[src/rtl/voice_pkg.sv]
// Shared constants and types for the voice-command path.
// Holds the sample format (SAMPLE_W, PACK) used by both the capture front end
// and the recorder/comparator control stage, the default PDM timing and the
// capture FSM state type. Also provides the sample saturation helper.
package voice_pkg;

  localparam int SAMPLE_FREQ     = 10000;
  localparam int CLK_DIV_DEFAULT = 42;
  localparam int DECIM_DEFAULT   = 240;
  localparam int SAMPLE_W        = 8;
  localparam int PACK            = 4;

  localparam int unsigned SAMPLE_MAX = (32'd1 << SAMPLE_W) - 32'd1;

  typedef enum logic [1:0] {
    IDLE  = 2'd0,
    ACCUM = 2'd1,
    EMIT  = 2'd2
  } capture_state_t;

  // Clamp a ones count to the largest value a sample lane can hold.
  function automatic logic [SAMPLE_W-1:0] sat_sample(input int unsigned ones);
    if (ones > SAMPLE_MAX) begin
      sat_sample = SAMPLE_W'(SAMPLE_MAX);
    end else begin
      sat_sample = SAMPLE_W'(ones);
    end
  endfunction

endpackage

[src/rtl/pdm_clkgen.sv]
// PDM microphone clock generator.
// A free-running counter 0..CLK_DIV-1 produces a 50% duty mic_clk (high for
// the upper half of the count) and a one-cycle tick marking the mic_clk rising
// edge. It runs whenever rst is low, independent of capture enable.
// Ports:
//   clk     in   system clock
//   rst     in   asynchronous active-high reset
//   mic_clk out  PDM clock to the microphone (registered)
//   tick    out  one-cycle pulse in the cycle mic_clk goes high (registered)
module pdm_clkgen
  import voice_pkg::*;
#(
  parameter int CLK_DIV = CLK_DIV_DEFAULT
) (
  input  logic clk,
  input  logic rst,
  output logic mic_clk,
  output logic tick
);

  localparam int CW = $clog2(CLK_DIV);
  localparam logic [CW-1:0] HALF = CW'(CLK_DIV / 2);
  localparam logic [CW-1:0] LAST = CW'(CLK_DIV - 1);

  logic [CW-1:0] count;
  logic [CW-1:0] count_next;

  // Next divider count with wrap at CLK_DIV-1.
  always_comb begin
    if (count == LAST) begin
      count_next = '0;
    end else begin
      count_next = count + CW'(1);
    end
  end

  // Divider state; outputs are decoded from the next count so they line up
  // with the count value held in the same cycle.
  always_ff @(posedge clk or posedge rst) begin
    if (rst) begin
      count   <= '0;
      mic_clk <= 1'b0;
      tick    <= 1'b0;
    end else begin
      count   <= count_next;
      mic_clk <= (count_next >= HALF);
      tick    <= (count_next == HALF);
    end
  end

endmodule

[src/rtl/pdm_capture.sv]
// PDM capture front end: mic clock generation, 2-flop synchronisation of the
// mic stream, ones-count decimation over DECIM mic clocks into SAMPLE_W-bit
// samples, and packing of PACK samples (lane 0 in the LSBs) into one word.
// Ports:
//   clk           in   system clock
//   rst           in   asynchronous active-high reset
//   en            in   capture enable from the control stage
//   mic_data      in   raw PDM data, asynchronous to clk
//   mic_clk       out  PDM clock to the microphone
//   mic_lrsel     out  channel select, tied low (data valid at mic_clk rise)
//   word          out  packed samples, held until the next emission
//   word_valid    out  one-cycle strobe, word valid in this cycle
//   sample_strobe out  one-cycle pulse per completed sample
module pdm_capture
  import voice_pkg::*;
#(
  parameter int CLK_DIV = CLK_DIV_DEFAULT,
  parameter int DECIM   = DECIM_DEFAULT
) (
  input  logic                     clk,
  input  logic                     rst,
  input  logic                     en,
  input  logic                     mic_data,
  output logic                     mic_clk,
  output logic                     mic_lrsel,
  output logic [PACK*SAMPLE_W-1:0] word,
  output logic                     word_valid,
  output logic                     sample_strobe
);

  localparam int AW = $clog2(DECIM + 1);
  localparam int TW = (DECIM > 1) ? $clog2(DECIM) : 1;
  localparam int PW = (PACK > 1) ? $clog2(PACK) : 1;
  localparam logic [TW-1:0] TICK_LAST = TW'(DECIM - 1);
  localparam logic [PW-1:0] LANE_LAST = PW'(PACK - 1);

  logic tick;
  logic sync1;
  logic sync2;

  capture_state_t state;
  logic [AW-1:0] ones;
  logic [TW-1:0] tick_cnt;
  logic [PW-1:0] pack_idx;
  logic [PACK-1:0][SAMPLE_W-1:0] lanes;
  logic [PACK-1:0][SAMPLE_W-1:0] lanes_next;

  logic [AW-1:0]       ones_sum;
  logic [SAMPLE_W-1:0] sample_val;

  pdm_clkgen #(.CLK_DIV(CLK_DIV)) u_clkgen (
    .clk     (clk),
    .rst     (rst),
    .mic_clk (mic_clk),
    .tick    (tick)
  );

  assign mic_lrsel = 1'b0;

  // The bit being counted is included in the closing sample, hence the sum.
  assign ones_sum   = ones + AW'(sync2);
  assign sample_val = sat_sample(32'(ones_sum));

  // Lane set with the current sample dropped into lane pack_idx.
  always_comb begin
    lanes_next           = lanes;
    lanes_next[pack_idx] = sample_val;
  end

  // Two-flop synchroniser for the asynchronous mic stream.
  always_ff @(posedge clk or posedge rst) begin
    if (rst) begin
      sync1 <= 1'b0;
      sync2 <= 1'b0;
    end else begin
      sync1 <= mic_data;
      sync2 <= sync1;
    end
  end

  // Capture FSM with accumulator, packer and registered strobes.
  always_ff @(posedge clk or posedge rst) begin
    if (rst) begin
      state         <= IDLE;
      ones          <= '0;
      tick_cnt      <= '0;
      pack_idx      <= '0;
      lanes         <= '0;
      word          <= '0;
      word_valid    <= 1'b0;
      sample_strobe <= 1'b0;
    end else begin
      word_valid    <= 1'b0;
      sample_strobe <= 1'b0;
      case (state)
        IDLE: begin
          ones     <= '0;
          tick_cnt <= '0;
          pack_idx <= '0;
          lanes    <= '0;
          if (en) begin
            state <= ACCUM;
          end else begin
            state <= IDLE;
          end
        end
        ACCUM: begin
          if (!en) begin
            // Abandon the partial window and any partially filled lanes.
            ones     <= '0;
            tick_cnt <= '0;
            pack_idx <= '0;
            lanes    <= '0;
            state    <= IDLE;
          end else if (tick) begin
            if (tick_cnt == TICK_LAST) begin
              lanes         <= lanes_next;
              ones          <= '0;
              tick_cnt      <= '0;
              sample_strobe <= 1'b1;
              if (pack_idx == LANE_LAST) begin
                word       <= lanes_next;
                word_valid <= 1'b1;
                pack_idx   <= '0;
                state      <= EMIT;
              end else begin
                pack_idx <= pack_idx + PW'(1);
              end
            end else begin
              ones     <= ones_sum;
              tick_cnt <= tick_cnt + TW'(1);
            end
          end else begin
            state <= ACCUM;
          end
        end
        EMIT: begin
          // The word is already registered, so dropping en here loses nothing.
          if (en) begin
            state <= ACCUM;
          end else begin
            state <= IDLE;
          end
        end
        default: begin
          ones     <= '0;
          tick_cnt <= '0;
          pack_idx <= '0;
          lanes    <= '0;
          state    <= IDLE;
        end
      endcase
    end
  end

endmodule

[config.mk]
export PLATFORM = sky130hd
export DESIGN_NAME = pdm_capture
export DESIGN_NICKNAME = d
export VERILOG_FILES = /design/src/rtl/voice_pkg.sv /design/src/rtl/pdm_clkgen.sv /design/src/rtl/pdm_capture.sv
export SDC_FILE = /design/constraint.sdc
export NUM_CORES = 1
export LEC_CHECK = 0
export CORE_ASPECT_RATIO = 1.5
export CORE_MARGIN = 2
export CORE_UTILIZATION = 55
export CTS_CLUSTER_SIZE = 40
export DETAILED_ROUTE_END_ITERATION = 8
export DONT_BUFFER_PORTS = 1
export PLACE_DENSITY = 0.76
export RECOVER_POWER = 25
export SLEW_MARGIN = 20
export SYNTH_ARGS = -nofsm -noshare
export SYNTH_HDL_FRONTEND = slang
export SYNTH_SLANG_ARGS = --single-unit
export TNS_END_PERCENT = 50
[constraint.sdc]
create_clock -name clk -period 8.8 [get_ports clk]
set_clock_uncertainty 0.05 [all_clocks]
set_input_delay 1.76 -clock clk [delete_from_list [all_inputs] [get_ports clk]]
set_output_delay 1.76 -clock clk [all_outputs]
set_load 0.02 [all_outputs]
==> impl.org <==
** Hold path
- Tightest Hold Check Type :: reg -> reg

** Floorplan
- Placement Rows :: 38
- Chip Width :: 73.9 um
- Top-level I/O count :: 40
- Initial cell density of the core :: 0.562
- The core region is between 7000 and 8000 um2.
- The die is about 110 um tall.
- Area enclosed by the die boundary :: just over 8000 um2

** GRT
- Overflow left after global routing :: 0
- Pin count of the biggest net entering global routing :: a little under 90
- Antenna violations before repair :: 0
- Combined global-route utilization of all metal layers :: 0.215
- Wire length of the first global-routing pass :: 13.2 mm
- Vias in the first global route :: 2661

** Logic synthesis
- Seq/Total Area, Yosys :: 0.546
- By instance count, the leading cell after synthesis is sky130_fd_sc_hd__dfrtp_1.
- Most area-hungry cell type in the Yosys netlist :: sky130_fd_sc_hd__dfrtp_1
- Ranked by total cell area, the synthesized netlist is headed by sky130_fd_sc_hd__dfrtp_1 (55%), sky130_fd_sc_hd__nand2_1 (4.7%), sky130_fd_sc_hd__o2bb2ai_1 (3.9%).
- Of the post-synthesis cell area, the dominant cell type holds 0.546.
- Flip-flop cell with the highest count after synthesis :: sky130_fd_sc_hd__dfrtp_1
- Synth Net Count :: 375
- EDFF count, synth :: 0
- Yosys reg bits :: 88
- The netlist uses 50 different library cells.
- The cell area that synthesis handed to floorplanning was 4030 um2.
- In the synthesized netlist, the number of instances is 362.
- Proportion of register bits with asynchronous set or reset after synthesis :: 1.00
- Mean area per synthesized cell :: 11.1 um2
- The commonest cells after synthesis are sky130_fd_sc_hd__dfrtp_1 (88), sky130_fd_sc_hd__nand2_1 (50), sky130_fd_sc_hd__o21ai_0 (25), sky130_fd_sc_hd__o2bb2ai_1 (18), sky130_fd_sc_hd__nor2_1 (17).
- During synthesis, Yosys emitted a total of 0 warnings.

** Power
- Power consumption :: 0.000708 W
- The analysis attributes to cell leakage a power of roughly 1.9 nW.
- Power density relative to cell area :: 168 nW/um2
- Peak supply drop :: 0.0926 mV

** Drt
- Routed wire length :: about 7.5 mm
- Via count :: 2632
- The count of nets left with antenna violations once routing finished came out at 0.
- The first routing iteration left 164 violations.
- First-pass DRT Iterations :: 4
- Routed len/inst :: 16.5 um
- Post-detailed-route DRC marker count :: 0
- After detailed routing, the number of vias per cell comes to 5.77.

** CTS
- Hold repair after CTS inserted 0 buffers.
- Htree depth :: 3
- Clock insertion delay at the later pin of the skew report :: 0.36 ns
- Number of buffers inserted by post-CTS setup repair :: 0
- Number of clock sinks seen by CTS :: 88
- Buffers inserted during clock tree synthesis total 9.
- Counting along the longest clock path gives a buffer depth of 2.
- CTS placed an instance of sky130_fd_sc_hd__clkbuf_8 at the clock tree root.
- Post-cts sizing count :: 0
- TritonCTS built the clock tree.
- Clock-pin transition on the worst setup and hold timing paths :: 0.08 ns

** Critical path
- STA classifies the critical path startpoint as an input port.
- Data on the critical path arrives at its endpoint at 3.37 ns.
- Category of the critical setup timing path :: in -> reg
- CP endpoint kind :: flip-flop
- Of all nets on the critical path, the largest fanout is 23.
- Data on the critical path is required at its endpoint by 9.00 ns.

** Final layout
- Area taken by multi-input logic gates :: 1650 um2
- Once layout is complete, the utilization of the core stands at 0.588.
- Of the cells placed in the final design, the portion with a size suffix greater than 1 is 0.0871.
- The net count of the finished layout is approximately 360.
- Number of fill cells :: 597
- Area Overhead vs Synth :: 4.69%
- The count of cells in the finished layout, fillers not included, comes to 456.
- Reg area :: 2200 um2
- 0 antenna diodes ended up in the layout.

** STA
- Summed over all failing endpoints, the final setup total negative slack is 0 ns.
- The max-slew violation count came to 0.
- Share of the clock period used by the worst path after layout :: 0.361
- The worst pin sits at a relative slew slack of 0.276.
- Worst slew pin tran :: between 1 and 1.5 ns
- The number of hold violations in the final report was 0.
- Setup repair after global routing left no endpoint under its margin.
- Derived from the worst setup path, the maximum achievable clock frequency is 315 MHz.
- Least setup slack across all paths after layout :: 5.63 ns
- Setup violations, final :: 0
- Min Clock Period, post-route :: around 3.2 ns

** Placement
- Number of buffer cells added on primary ports :: 0
- Worst slack after detailed placement :: between 5 and 6 ns
- HPWL after DPL :: 5.12 mm
- The congestion estimate from routability-driven global placement came to approximately 0.80.
- Number of cells after detailed placement :: 440

** Job
- The tool flagged a number of max-cap violations equal to 0.

** Run status
- The flow ran to the end, and the final reports show no timing, DRC or antenna violations.
-- cell type report --
cell class | instances | area share
Clock inverter | 5 | 0.0127
Sequential cell | 88 | 0.522
Inverter | 8 | 0.00741
Tap cell | 100 | 0.0296
Multi-Input combinational cell | 243 | 0.390
Clock buffer | 11 | 0.0359
Timing Repair Buffer | 1 | 0.00267
-- through the flow --
step | hold slack, ns | area (um2)
final | 0.305 | 4220
after global routing | 0.328 | 4220
after CTS | 0.310 | 4230
after detailed placement | 0.290 | 4030
after global placement | 0.290 | 4030
after floorplan | 0.281 | 4030
-- power by group --
part	switching, W	internal (W)	leakage [nW]
Combinational	0.0000132	0.00000270	0.584
Sequential	0.000000578	0.000405	1.21
Clock	0.000141	0.000146	0.109
Total	0.000155	0.000554	1.90
-- final timing paths --
kind	start	end	slack [ns]	cells after the start
worst max-delay path	en	word[19]$_DFFE_PP0P_	5.63	4
worst min-delay path	sync1$_DFF_PP0_	sync2$_DFF_PP0_	0.30	0
worst max register to register	tick_cnt[0]$_DFFE_PP0P_	word[19]$_DFFE_PP0P_	6.33	5
worst min register to register	sync1$_DFF_PP0_	sync2$_DFF_PP0_	0.30	0
max in group asynchronous	rst	word[19]$_DFFE_PP0P_	6.69	2
min in group asynchronous	rst	sync1$_DFF_PP0_	1.45	2
-- routing by layer --
metal	global-route usage	vias up	wire [um]	part of all wire
met2	0.353	50	3980	0.53
met3	0.0508	15	248	0.033
met1	0.277	1301	3130	0.42
met4	0.0753	0	157	0.021
li1	-	1266	-	-
met5	0	-	0	0
-- cell families after synthesis --
| logic type | synth area share |
|---|---|
| muxes | 0.0248 |
| buffers and inverters | 0.0416 |
| and+or+nand+nor | 0.147 |
| adders and majority gates | 0.0279 |
| xor gates and xnor gates | 0.0323 |
| AOI/OAI and AO/OA | 0.179 |
| other | 0.000930 |
| DFF | 0.546 |
-- cell usage in the layout, fill, tap and decap left out, types with 9 or more instances in the layout --
cell and instances:
sky130_fd_sc_hd__clkbuf_8 11, sky130_fd_sc_hd__ha_1 9, sky130_fd_sc_hd__nor2_1 17, sky130_fd_sc_hd__nand2_1 50
sky130_fd_sc_hd__mux2i_1 10, sky130_fd_sc_hd__nand2b_1 10, sky130_fd_sc_hd__o21ai_0 26, sky130_fd_sc_hd__o2bb2ai_1 18
sky130_fd_sc_hd__dfrtp_1 88
-- registers in the layout, indices dropped and copies added, names as in the netlist --
register / cells
tick_cnt: 8
state: 2
pack_idx: 2
u_clkgen.tick: 1
sample_strobe: 1
u_clkgen.mic_clk: 1
lanes: 24
word_valid: 1
sync1: 1
u_clkgen.count: 6
word: 32
ones: 8
sync2: 1
-- critical path, stage by stage --
cell and delay, ns:
sky130_fd_sc_hd__and4b_2 0.28, sky130_fd_sc_hd__and3_1 0.45, sky130_fd_sc_hd__nand2_1 0.55, sky130_fd_sc_hd__a21o_1 0.33
Power figures use the tool's default switching activity.
